### config.mk
export PLATFORM = sky130hd
export DESIGN_NAME = mem_responder
export DESIGN_NICKNAME = d
export VERILOG_FILES = /design/src/rtl/mem_responder.sv
export SDC_FILE = /design/constraint.sdc
export NUM_CORES = 1
export LEC_CHECK = 0
export ABC_AREA = 1
export ABC_CLOCK_PERIOD_IN_PS = 1400
export BUFFER_PORTS_ARGS = -buffer_cell sky130_fd_sc_hd__buf_4
export CAP_MARGIN = 40
export CORE_AREA = 4 4 71 73
export DETAILED_ROUTE_END_ITERATION = 8
export DIE_AREA = 0 0 75 77
export PLACE_DENSITY = 0.75
export SLEW_MARGIN = 20
export SYNTH_ARGS = -nofsm -noshare
export SYNTH_HDL_FRONTEND = slang
export SYNTH_SLANG_ARGS = --single-unit
export TNS_END_PERCENT = 1
### constraint.sdc
create_clock -name clk -period 1.4 [get_ports clk]
set_input_delay 0.35 -clock clk [delete_from_list [all_inputs] [get_ports clk]]
set_output_delay 0.35 -clock clk [all_outputs]
set_load 0.1 [all_outputs]
### src/rtl/mem_responder.sv
// Single-port SRAM responder: one-cycle access, capture, programmable wait, one-cycle response.
// Data-space requests are offset by DATA_BASE with silent address wrap.
module mem_responder #(
    parameter int unsigned                DATA_WIDTH  = 16,
    parameter int unsigned                ADDR_WIDTH  = 8,
    parameter logic [ADDR_WIDTH-1:0]      DATA_BASE   = 8'h80,
    parameter int unsigned                WAIT_STATES = 2
) (
    input  logic                  clk,
    input  logic                  reset,
    input  logic                  req_valid,
    input  logic                  req_read_not_write,
    input  logic                  req_select,
    input  logic [ADDR_WIDTH-1:0] req_addr,
    input  logic [DATA_WIDTH-1:0] req_wdata,
    output logic                  resp_ready,
    output logic [DATA_WIDTH-1:0] resp_rdata,
    output logic                  busy,
    output logic                  mem_en,
    output logic                  mem_we,
    output logic [ADDR_WIDTH-1:0] mem_addr,
    output logic [DATA_WIDTH-1:0] mem_wdata,
    input  logic [DATA_WIDTH-1:0] mem_rdata
);

    typedef enum logic [2:0] {
        S_IDLE,
        S_ACCESS,
        S_CAPTURE,
        S_WAIT,
        S_RESP
    } state_e;

    localparam logic [2:0] WS_LOAD = (WAIT_STATES > 0) ? 3'(WAIT_STATES - 1) : 3'd0;

    state_e                state_q, state_d;
    logic [2:0]            cnt_q, cnt_d;
    logic                  rnw_q, rnw_d;
    logic [ADDR_WIDTH-1:0] addr_q, addr_d;
    logic [DATA_WIDTH-1:0] wdata_q, wdata_d;
    logic [DATA_WIDTH-1:0] rdata_q, rdata_d;

    always_ff @(posedge clk or negedge reset) begin
        if (!reset) begin
            state_q <= S_IDLE;
            cnt_q   <= 3'd0;
            rnw_q   <= 1'b0;
            addr_q  <= '0;
            wdata_q <= '0;
            rdata_q <= '0;
        end else begin
            state_q <= state_d;
            cnt_q   <= cnt_d;
            rnw_q   <= rnw_d;
            addr_q  <= addr_d;
            wdata_q <= wdata_d;
            rdata_q <= rdata_d;
        end
    end

    // Strobes decode from state so reset kills them without waiting for an edge.
    always_comb begin
        state_d    = state_q;
        cnt_d      = cnt_q;
        rnw_d      = rnw_q;
        addr_d     = addr_q;
        wdata_d    = wdata_q;
        rdata_d    = rdata_q;
        mem_en     = 1'b0;
        mem_we     = 1'b0;
        resp_ready = 1'b0;
        busy       = 1'b1;
        unique case (state_q)
            S_IDLE: begin
                busy = 1'b0;
                if (req_valid) begin
                    rnw_d   = req_read_not_write;
                    addr_d  = req_select ? (req_addr + DATA_BASE) : req_addr;
                    wdata_d = req_wdata;
                    state_d = S_ACCESS;
                end
            end
            S_ACCESS: begin
                mem_en  = 1'b1;
                mem_we  = ~rnw_q;
                state_d = S_CAPTURE;
            end
            S_CAPTURE: begin
                if (rnw_q) rdata_d = mem_rdata;
                if (WAIT_STATES > 0) begin
                    cnt_d   = WS_LOAD;
                    state_d = S_WAIT;
                end else begin
                    state_d = S_RESP;
                end
            end
            S_WAIT: begin
                if (cnt_q == 3'd0) state_d = S_RESP;
                else cnt_d = cnt_q - 3'd1;
            end
            S_RESP: begin
                resp_ready = 1'b1;
                state_d    = S_IDLE;
            end
            default: state_d = S_IDLE;
        endcase
    end

    assign resp_rdata = rdata_q;
    assign mem_addr   = addr_q;
    assign mem_wdata  = wdata_q;

endmodule

; ---- Word level (Yosys, flattened, before mapping)
; Index checks and enable logic that the tools add are counted.
[word_totals]
regBits = 47
latchBits = 0
ram_bits = 0
mem_bits_ro = 0
in_bits = 45
out_inout_bits = 44
wordCells = 33
mem_count = 0
[op_classes]
add_sub_neg = 2
n_mul = 0
div_mod_pow = 0
magnitude_cmp = 0
eq_ne = 7
shift = 0
mux = 10
n_bitwise = 1
reduce_logical = 7
[op_table]
columns = op, n
row1 = one-hot mux 3 bit (4 select lines), 1
row2 = two-way mux 3 bit, 3
row3 = "adder 8 bit, second input constant", 1
row4 = two-way mux 8 bit, 1
row5 = AND reduction 2 bit, 4
row6 = "== test 3 x 2 -> 1 bit, second input constant", 2
row7 = zero test 3 bit, 2
row8 = "!= test 2 bit, second input constant", 3
row9 = one-hot mux 3 bit (2 select lines), 1
row10 = two-way mux 1 bit, 4
row11 = "== test 3 x 1 -> 1 bit, second input constant", 1
row12 = "== test 3 bit, second input constant", 1
row13 = "subtractor 3 x 1 -> 3 bit, second input constant", 1
row14 = nonzero test 2 bit, 1
row15 = inverter 1 bit, 1

; ---- Longest topological paths before layout
; Gate-level depths: netlist of the first run.
[logic_depth]
depth_word = 3
mapped_depth = 8
ltp_nobuf = 8

; ---- Worst setup path after synthesis of the first run
; OpenSTA, ideal clock, no wires.
[synth_path]
kind = register to output
from = register state_q[0]
to = output resp_ready
t_arrival_ns = 2.515
t_required_ns = 1.050
path_slack_ns = -1.465
stages_incl_launch_ff = 2
path_buffers = 0
cell_sequence = dfrtp_1 > nor3_1
[synth_via]
elab_chain_len = 2
[synth_rtl]
columns = element, line_no
row1 = "start, declared", 36  ; state_e state_q, state_d;
row2 = "start signal, assigned", 52  ; state_q <= state_d;
row3 = == test 3 bit, 73  ; unique case (state_q)
row4 = two-way mux 1 bit, 73
row5 = "end, declared", 16  ; output logic resp_ready,
; No other way between the ends.

; ---- Final worst setup path of the first run
[layout_path]
from = register state_q[0]
to = output busy
[layout_via]
elab_chain_len = 2
[layout_rtl]
columns = element, line_no
row1 = zero test 3 bit, 73
row2 = two-way mux 1 bit, 73
row3 = "end, declared", 18  ; output logic busy,
; No other way between the ends.

==> results.yml, run 1 <==
critical_path:
  path_common_cell: "buf_12"
  crit_chain: "buf_12 > nor2_4 > nand2_2 > buf_12"
  crit_arrival_ns: 1.23
  crit_buf_inv: 2
  critPathSlowestCell: "dfrtp_2"
  critPathMaxFanout: 4
  crit_path_start_kind: "flop"
  cp-end-kind: "output pin"
  cp_top_family: "flip-flops"
  critPathKind: "reg2out"
  slowest_delay_ns: 0.47
  crit_required_ns: 1.05
place:
  portBuffers: 88
  dp_hpwl_mm: 3.28
  gp_congestion: 0.766
  dp_slack_ns: -0.0352
  place_area_mm2: 0.00269
logic_synthesis:
  synth_commonest_cells: "102 x nand2_1, 47 x dfrtp_1, 25 x inv_1"
  synthArstFlopShare_pct: 100
  synth.most_common_cell: "nand2_1"
  yosys_most_used_dff: "dfrtp_1"
  synth_cell_types: 17
  syn_inst: 219
  ys_ff_latch: 47
  syn_area_mm2: 0.00193
  synth_edf_count: 0
  yosysTopAreaCell: "dfrtp_1"
  synth_seq_area_share_pct: 61.0
  yosysWarnings: 0
  synth_area_per_cell_um2: 8.80
  synth.top_cell.area_share_pct: 61.0
  yosys-top-cells-area: "dfrtp_1 61%, nand2_1 20%, inv_1 4.9%, o21ai_0 4.4%, nand3_1 2.3%"
  syn_nets: 266
clock_tree:
  cts_buffers: 5
  cts-hold-fix-buffers: 0
  clkTransAtPathRegs_ns: 0.07
  clk-insertion-delay-late_ns: 0.29
  max-clock-path-buffers: 2
  cts_tree: "done"
  clock-root-buffer: "clkbuf_8"
  cts_sinks: 47
  h-tree-depth: 2
global_route:
  grt_pass1_wl_mm: 7.47
  grt_pass1_vias: 1718
  grt_max_degree: 48
  gr-total-overflow: 0
  antenna_found_initial: 0
  grtUsageTotal_pct: 16.8
finish:
  fillers: 369
  regArea_mm2: 0.00118
  final_area_mm2: 0.00290
  layout.nets: 362
  drive_gt1_share_pct: 37.1
  diodes: 0
  multiInputGateArea_um2: 652
  area.growth.synth_to_final_pct: 50.4
floorplan:
  die_w_um: 75
  dieArea_mm2: 0.00578
  ios: 89
  num_rows: 24
  initial_core_util_pct: 44.3
  die_h_um: 77
  coreArea_mm2: 0.00435
routing:
  drtIter0Drc: 58
  routed_wl_mm: 4.53
  drcViolationCount: 0
  vias: 1665
  drt-pass1-iter-count: 4
  wl_per_cell_um: 12.4
  via_per_inst: 4.54
  antenna_left: 0
outcome:
  violations: "negative setup slack"
  outcome: "complete, but fails checks"
timing:
  whs_ns: 0.0570
  finalSetupTns_ns: -0.586
  hold_viol: 0
  setup_ws_ns: -0.181
  setup_violations: 4
  drv_slew: 0
  fmax_ghz: 0.633
  slew_headroom_pct: 61.6
  period_minus_slack_ns: 1.58
  rsz0062_at_grt: "true"
  skew_ns: 0.00376
  fin_crit_sh_pct: 113
  worst_pin_slew_ns: 0.576
hold_path:
  hold_class: "in2async"
run:
  max_cap_viol_count: 0
[path summary, 6_finish.rpt]
kind | startpoint | to | slack, ns | depth (start not counted)
min in group clk | req_addr[2] | mem_addr[2]$_DFFE_PN0P_ | 0.25 | 3
setup / recovery | state_q[0]$_DFFE_PN0P_ | busy | -0.18 | 4
max in group asynchronous | reset | state_q[0]$_DFFE_PN0P_ | 0.92 | 1
setup reg to reg | state_q[0]$_DFFE_PN0P_ | resp_rdata[7]$_DFFE_PN0P_ | 0 | 7
hold / removal | reset | mem_addr[7]$_DFFE_PN0P_ | 0.06 | 1
hold reg to reg | mem_wdata[15]$_DFFE_PN0P_ | mem_wdata[15]$_DFFE_PN0P_ | 0.48 | 2
[cell usage in the layout, fill, tap and decap left out, types with 2 or more instances in the layout]
master and count:
nand2_1 99, buf_4 88, ha_1 2, nand2_2 2, o21ai_1 2, inv_1 22
o21ai_0 15, nand3_4 2, nand3_1 8, clkbuf_8 5, inv_2 2, dfrtp_1 46
buf_12 5, nor2_4 2, buf_6 2, nor2_1 2
[flip-flops by register name, indices dropped and copies added, names as in the netlist]
name and cells:
rnw_q 1, mem_addr 8, cnt_q 3, mem_wdata 16, resp_rdata 16, state_q 3
[per-layer routing]
metal	global-route usage (%)	up-vias	wire length, µm
met2	28.3	62	2250
met5	0	-	0
met3	5.88	2	431
met4	5.16	0	17
li1	-	854	-
met1	19.6	747	1830
[area by class of cell]
cell class                 instances  share of cell area (%)
inverter                          26                    3.58
clock inverter                     1                    1.04
timing repair buffer              96                    27.5
multi-input combinational        139                    22.5
clock buffer                       6                    2.50
sequential                        47                    40.6
tap                               52                    2.24
[cells by family (layout without fill, tap and decap cells)]
group                      Yosys count  in the layout  share of synthesized area (%)
buffers and inverters               33            129                           7.46
DFF                                 47             47                           61.0
adders and majority gates            2              2                           1.30
xor gates and xnor gates             1              1                          0.454
and+or+nand+nor                    119            119                           25.4
AOI/OAI and AO/OA                   17             17                           4.41
[metrics by stage]
step | cells | utilization, %
3_5_place_dp | 358 | 61.8
4_1_cts | 367 | 66.3
3_3_place_gp | 358 | 61.8
2_1_floorplan | 219 | -
6_report | 367 | 66.6
5_1_grt | 367 | 66.6
[repair_timing]
action	in CTS	in global routing
pin swaps	1	3
gates resized for setup	16	8
setup buffers	2	0
endpoints found under the setup margin	4	49
Power of run 1 is not shown: default switching activity piles up to over one toggle a cycle in this logic, so the estimate is an artifact.
==> run 2, diff against run 1 <==
--- a/config.mk
+++ b/config.mk
@@ -13,6 +13,7 @@
 export DETAILED_ROUTE_END_ITERATION = 8
 export DIE_AREA = 0 0 75 77
 export PLACE_DENSITY = 0.75
+export RECOVER_POWER = 50
 export SLEW_MARGIN = 20
 export SYNTH_ARGS = -nofsm -noshare
 export SYNTH_HDL_FRONTEND = slang
==> results.yml, run 2 (synthesized netlist as in run 1, its figures left out) <==
finish:
  area.growth.synth_to_final_pct: 50.2
  layout_commonest_cell: "nand2_1"
  fillers: 369
  mostFrequentLayoutCells: "99 x nand2_1, 87 x buf_4, 46 x dfrtp_1"
  layout.nets: 362
  drive_gt1_share_pct: 37.1
  diodes: 0
  final_util_pct: 66.5
timing:
  rsz0062_at_grt: "true"
  setup_ws_ns: -0.182
  drv_slew: 0
  setup_violations: 4
  fmax_ghz: 0.632
  worst_pin_slew_ns: 1.12
  fin_crit_sh_pct: 113
  hold_viol: 0
  period_minus_slack_ns: 1.58
  slew_headroom_pct: 25.0
  skew_ns: 0.00361
  whs_ns: 0.249
routing:
  via_per_inst: 4.54
  antenna_left: 0
  drt-pass1-iter-count: 4
  vias: 1665
  drtIter0Drc: 57
  drcViolationCount: 0
  routed_wl_mm: 4.52
  wl_per_cell_um: 12.3
clock_tree:
  clkTransAtPathRegs_ns: 0.08
  clk-insertion-delay-late_ns: 0.29
  h-tree-depth: 2
  max-clock-path-buffers: 2
  clock-root-buffer: "clkbuf_8"
  cts_sinks: 47
  cts_tree: "done"
  cts_buffers: 5
global_route:
  grtUsageTotal_pct: 16.8
  antenna_found_initial: 0
  grt_max_degree: 48
  grt_pass1_vias: 1718
  gr-total-overflow: 0
  grt_pass1_wl_mm: 7.47
floorplan:
  dieArea_mm2: 0.00578
  die_h_um: 77
  die_w_um: 75
  ios: 89
  coreArea_mm2: 0.00435
  num_rows: 24
  initial_core_util_pct: 44.3
critical_path:
  rr_startpoint: "state_q[0]$_DFFE_PN0P_"
  slowest_delay_ns: 0.47
  crit_arrival_ns: 1.23
  critPathKind: "reg2out"
  path_common_cell: "buf_12"
  critPathSlowestCell: "dfrtp_2"
  crit_path_start_kind: "flop"
  crit_buf_inv: 2
  crit_chain: "buf_12 > nor2_4 > nand2_2 > buf_12"
  crit_required_ns: 1.05
  critPathMaxFanout: 4
  cp-end-kind: "output pin"
  crit_start: "state_q[0]$_DFFE_PN0P_"
  cp_top_family: "flip-flops"
hold_path:
  hp-start: "req_addr[2]"
  hold_class: "in2reg"
place:
  dp_slack_ns: -0.0352
  portBuffers: 88
  gp_congestion: 0.766
  dp_hpwl_mm: 3.28
run:
  max_cap_viol_count: 0
outcome:
  outcome: "complete, but fails checks"
  violations: "negative setup slack"
-- run 2: cell count changes in the layout (fill, tap and decap cells not counted), sizes merged --
cell    before  now
clkbuf       6    7
buf         96   95
-- run 2: tightest hold or removal path, cell delays in order --
cell     delay (ns)
buf_4          0.07
nand2_1        0.04
nand2_1        0.04
-- run 2: final timing paths --
kind | end | slack [ns] | cells after the start
worst max-delay path | busy | -0.18 | 4
worst min-delay path | mem_addr[2]$_DFFE_PN0P_ | 0.25 | 3
worst max register to register | resp_rdata[7]$_DFFE_PN0P_ | 0.01 | 7
worst min register to register | mem_wdata[15]$_DFFE_PN0P_ | 0.48 | 2
max in group asynchronous | state_q[0]$_DFFE_PN0P_ | 0.37 | 1
min in group asynchronous | mem_addr[7]$_DFFE_PN0P_ | 0.27 | 1
-- run 2: per-layer routing --
layer | vias to the layer above | share of wire [%] | track usage (%)
li1 | 854 | - | -
met1 | 747 | 40 | 19.6
met2 | 62 | 50 | 28.3
met3 | 2 | 9.5 | 5.88
met4 | 0 | 0.38 | 5.16
met5 | - | 0 | 0
-- run 2: through the flow --
stage               TNS (ns)  instances  cell area (µm²)
finish                -0.587        367             2900
global route           -2.80        367             2900
CTS                   -0.712        367             2890
detailed placement   -0.0352        358             2690
global placement     -0.0171        358             2690
floorplan             -0.722        219             1960
-- run 2: area by class of cell --
class | instances | area [µm²] | area share [%]
Clock buffer | 6 | 72.6 | 2.51
Clock inverter | 1 | 30.0 | 1.04
Inverter | 26 | 104 | 3.59
Multi-Input combinational cell | 139 | 652 | 22.5
Sequential cell | 47 | 1180 | 40.6
Tap cell | 52 | 65.1 | 2.25
Timing Repair Buffer | 96 | 796 | 27.5
-- run 2: timing repair --
item,in CTS,in global routing
buffers inserted,2,0
pin swaps,1,3
gates resized for setup,16,8
hold buffers,0,0
setup endpoints to repair,4,49
Power of run 2 is left out for the same reason.
==> run 3, diff against run 2 <==
--- a/config.mk
+++ b/config.mk
@@ -9,9 +9,10 @@
 export ABC_CLOCK_PERIOD_IN_PS = 1400
 export BUFFER_PORTS_ARGS = -buffer_cell sky130_fd_sc_hd__buf_4
 export CAP_MARGIN = 40
-export CORE_AREA = 4 4 71 73
+export CORE_AREA = 2 2 57 86
 export DETAILED_ROUTE_END_ITERATION = 8
-export DIE_AREA = 0 0 75 77
+export DIE_AREA = 0 0 59 88
+export MAX_ROUTING_LAYER = met4
 export PLACE_DENSITY = 0.75
 export RECOVER_POWER = 50
 export SLEW_MARGIN = 20
==> results.yml, run 3 (synthesized netlist as in run 1, its figures left out) <==
global_route:
  grtUsageTotal_pct: 19.7
  antenna_found_initial: 0
  gr-total-overflow: 0
  grt_max_degree: 48
  grt_pass1_wl_mm: 7.58
  grt_pass1_vias: 1697
place:
  portBuffers: 88
  dp_hpwl_mm: 3.25
  gp_congestion: 0.828
finish:
  area.growth.synth_to_final_pct: 53.4
  layout_commonest_cell: "nand2_1"
  layout.nets: 370
  drive_gt1_share_pct: 38.4
  mostFrequentLayoutCells: "100 x nand2_1, 90 x buf_4, 46 x dfrtp_1"
  diodes: 0
clock_tree:
  max-clock-path-buffers: 2
  cts_sinks: 47
  h-tree-depth: 2
  clock-root-buffer: "clkbuf_8"
  clkTransAtPathRegs_ns: 0.08
  clk-insertion-delay-late_ns: 0.29
  cts_buffers: 5
  cts_tree: "done"
critical_path:
  cp_top_family: "flip-flops"
  crit_buf_inv: 2
  critPathKind: "reg2out"
  reg2reg_slack_ns: 0.01
  slowest_delay_ns: 0.45
  rr_startpoint: "state_q[0]$_DFFE_PN0P_"
  crit_path_start_kind: "flop"
  reg2reg_to: "mem_wdata[1]$_DFFE_PN0P_"
  reg2regPathDepth: 8
  crit_chain: "buf_4 > nor2_4 > nand2_1 > buf_8"
  critPathMaxFanout: 4
  crit_required_ns: 1.05
  crit_arrival_ns: 1.24
  critPathSlowestCell: "dfrtp_2"
  cp-end-kind: "output pin"
hold_path:
  hold-path-endpoint: "mem_wdata[0]$_DFFE_PN0P_"
  whs_path_depth: 3
  hold_class: "in2reg"
  hp-start: "req_wdata[0]"
timing:
  slew_headroom_pct: 24.5
  skew_ns: 0.00510
  fmax_ghz: 0.628
  fin_crit_sh_pct: 114
  setup_violations: 4
  worst_pin_slew_ns: 1.13
  finalSetupTns_ns: -0.630
  rsz0062_at_grt: "true"
  drv_slew: 0
  setup_ws_ns: -0.193
  whs_ns: 0.246
  period_minus_slack_ns: 1.59
  hold_viol: 0
routing:
  vias: 1715
  drtIter0Drc: 67
  routed_wl_mm: 4.50
  wl_per_cell_um: 12.1
  antenna_left: 0
  drt-pass1-iter-count: 6
  via_per_inst: 4.62
  drcViolationCount: 0
floorplan:
  coreArea_mm2: 0.00443
  dieArea_mm2: 0.00519
  die_w_um: 59
  die_h_um: 88
  num_rows: 30
  initial_core_util_pct: 43.5
  ios: 89
outcome:
  outcome: "complete, but fails checks"
  violations: "negative setup slack"
run:
  max_cap_viol_count: 0
-- run 3: worst min-delay path: stages --
cell	delay, ns
buf_4	0.08
nand2_1	0.04
nand2_1	0.04
-- run 3: stage by stage --
step,std cells,setup slack [ns],instance area [µm²],util (%)
after floorplan,219,-0.219,1960,-
after global placement,361,0.0558,2770,62.4
after detailed placement,361,0.0264,2770,62.4
after CTS,371,-0.191,2960,66.7
after global routing,371,-0.247,2960,66.8
final,371,-0.193,2960,66.8
-- run 3: per-layer routing --
layer	vias up	GRT usage [%]	wire length, µm
met5	-	-	0
met4	0	9.50	102
met3	9	2.51	166
met2	59	34.3	2500
met1	776	21.7	1740
li1	871	-	-
-- run 3: repair_timing --
action / in CTS / in global routing
endpoints found under the setup margin: 4 / 38
pin swaps: 3 / 0
cloned: 0 / 0
gates resized for setup: 18 / 9
setup buffers: 3 / 0
hold endpoints to repair: 0 / 0
hold buffers: 0 / 0
-- run 3: area by class of cell --
type                       instances  area (µm²)
clock inverter                     1        30.0
inverter                          26         101
clock buffer                       6        72.6
sequential                        47        1180
timing repair buffer             104         872
fill                             374        1470
multi-input combinational        139         644
tap                               48        60.1
-- run 3: worst max-delay path by stage --
stage,end,slack [ns],cells past startpoint,from
2_1_floorplan,mem_we,-0.22,3,state_q[1]$_DFFE_PN0P_
6_report,busy,-0.19,4,state_q[0]$_DFFE_PN0P_
5_1_grt,busy,-0.25,4,state_q[0]$_DFFE_PN0P_
3_5_place_dp,busy,0.03,4,state_q[0]$_DFFE_PN0P_
4_1_cts,resp_ready,-0.19,3,state_q[1]$_DFFE_PN0P_
3_3_place_gp,mem_we,0.06,4,state_q[2]$_DFFE_PN0P_
Power of run 3 is left out for the same reason.
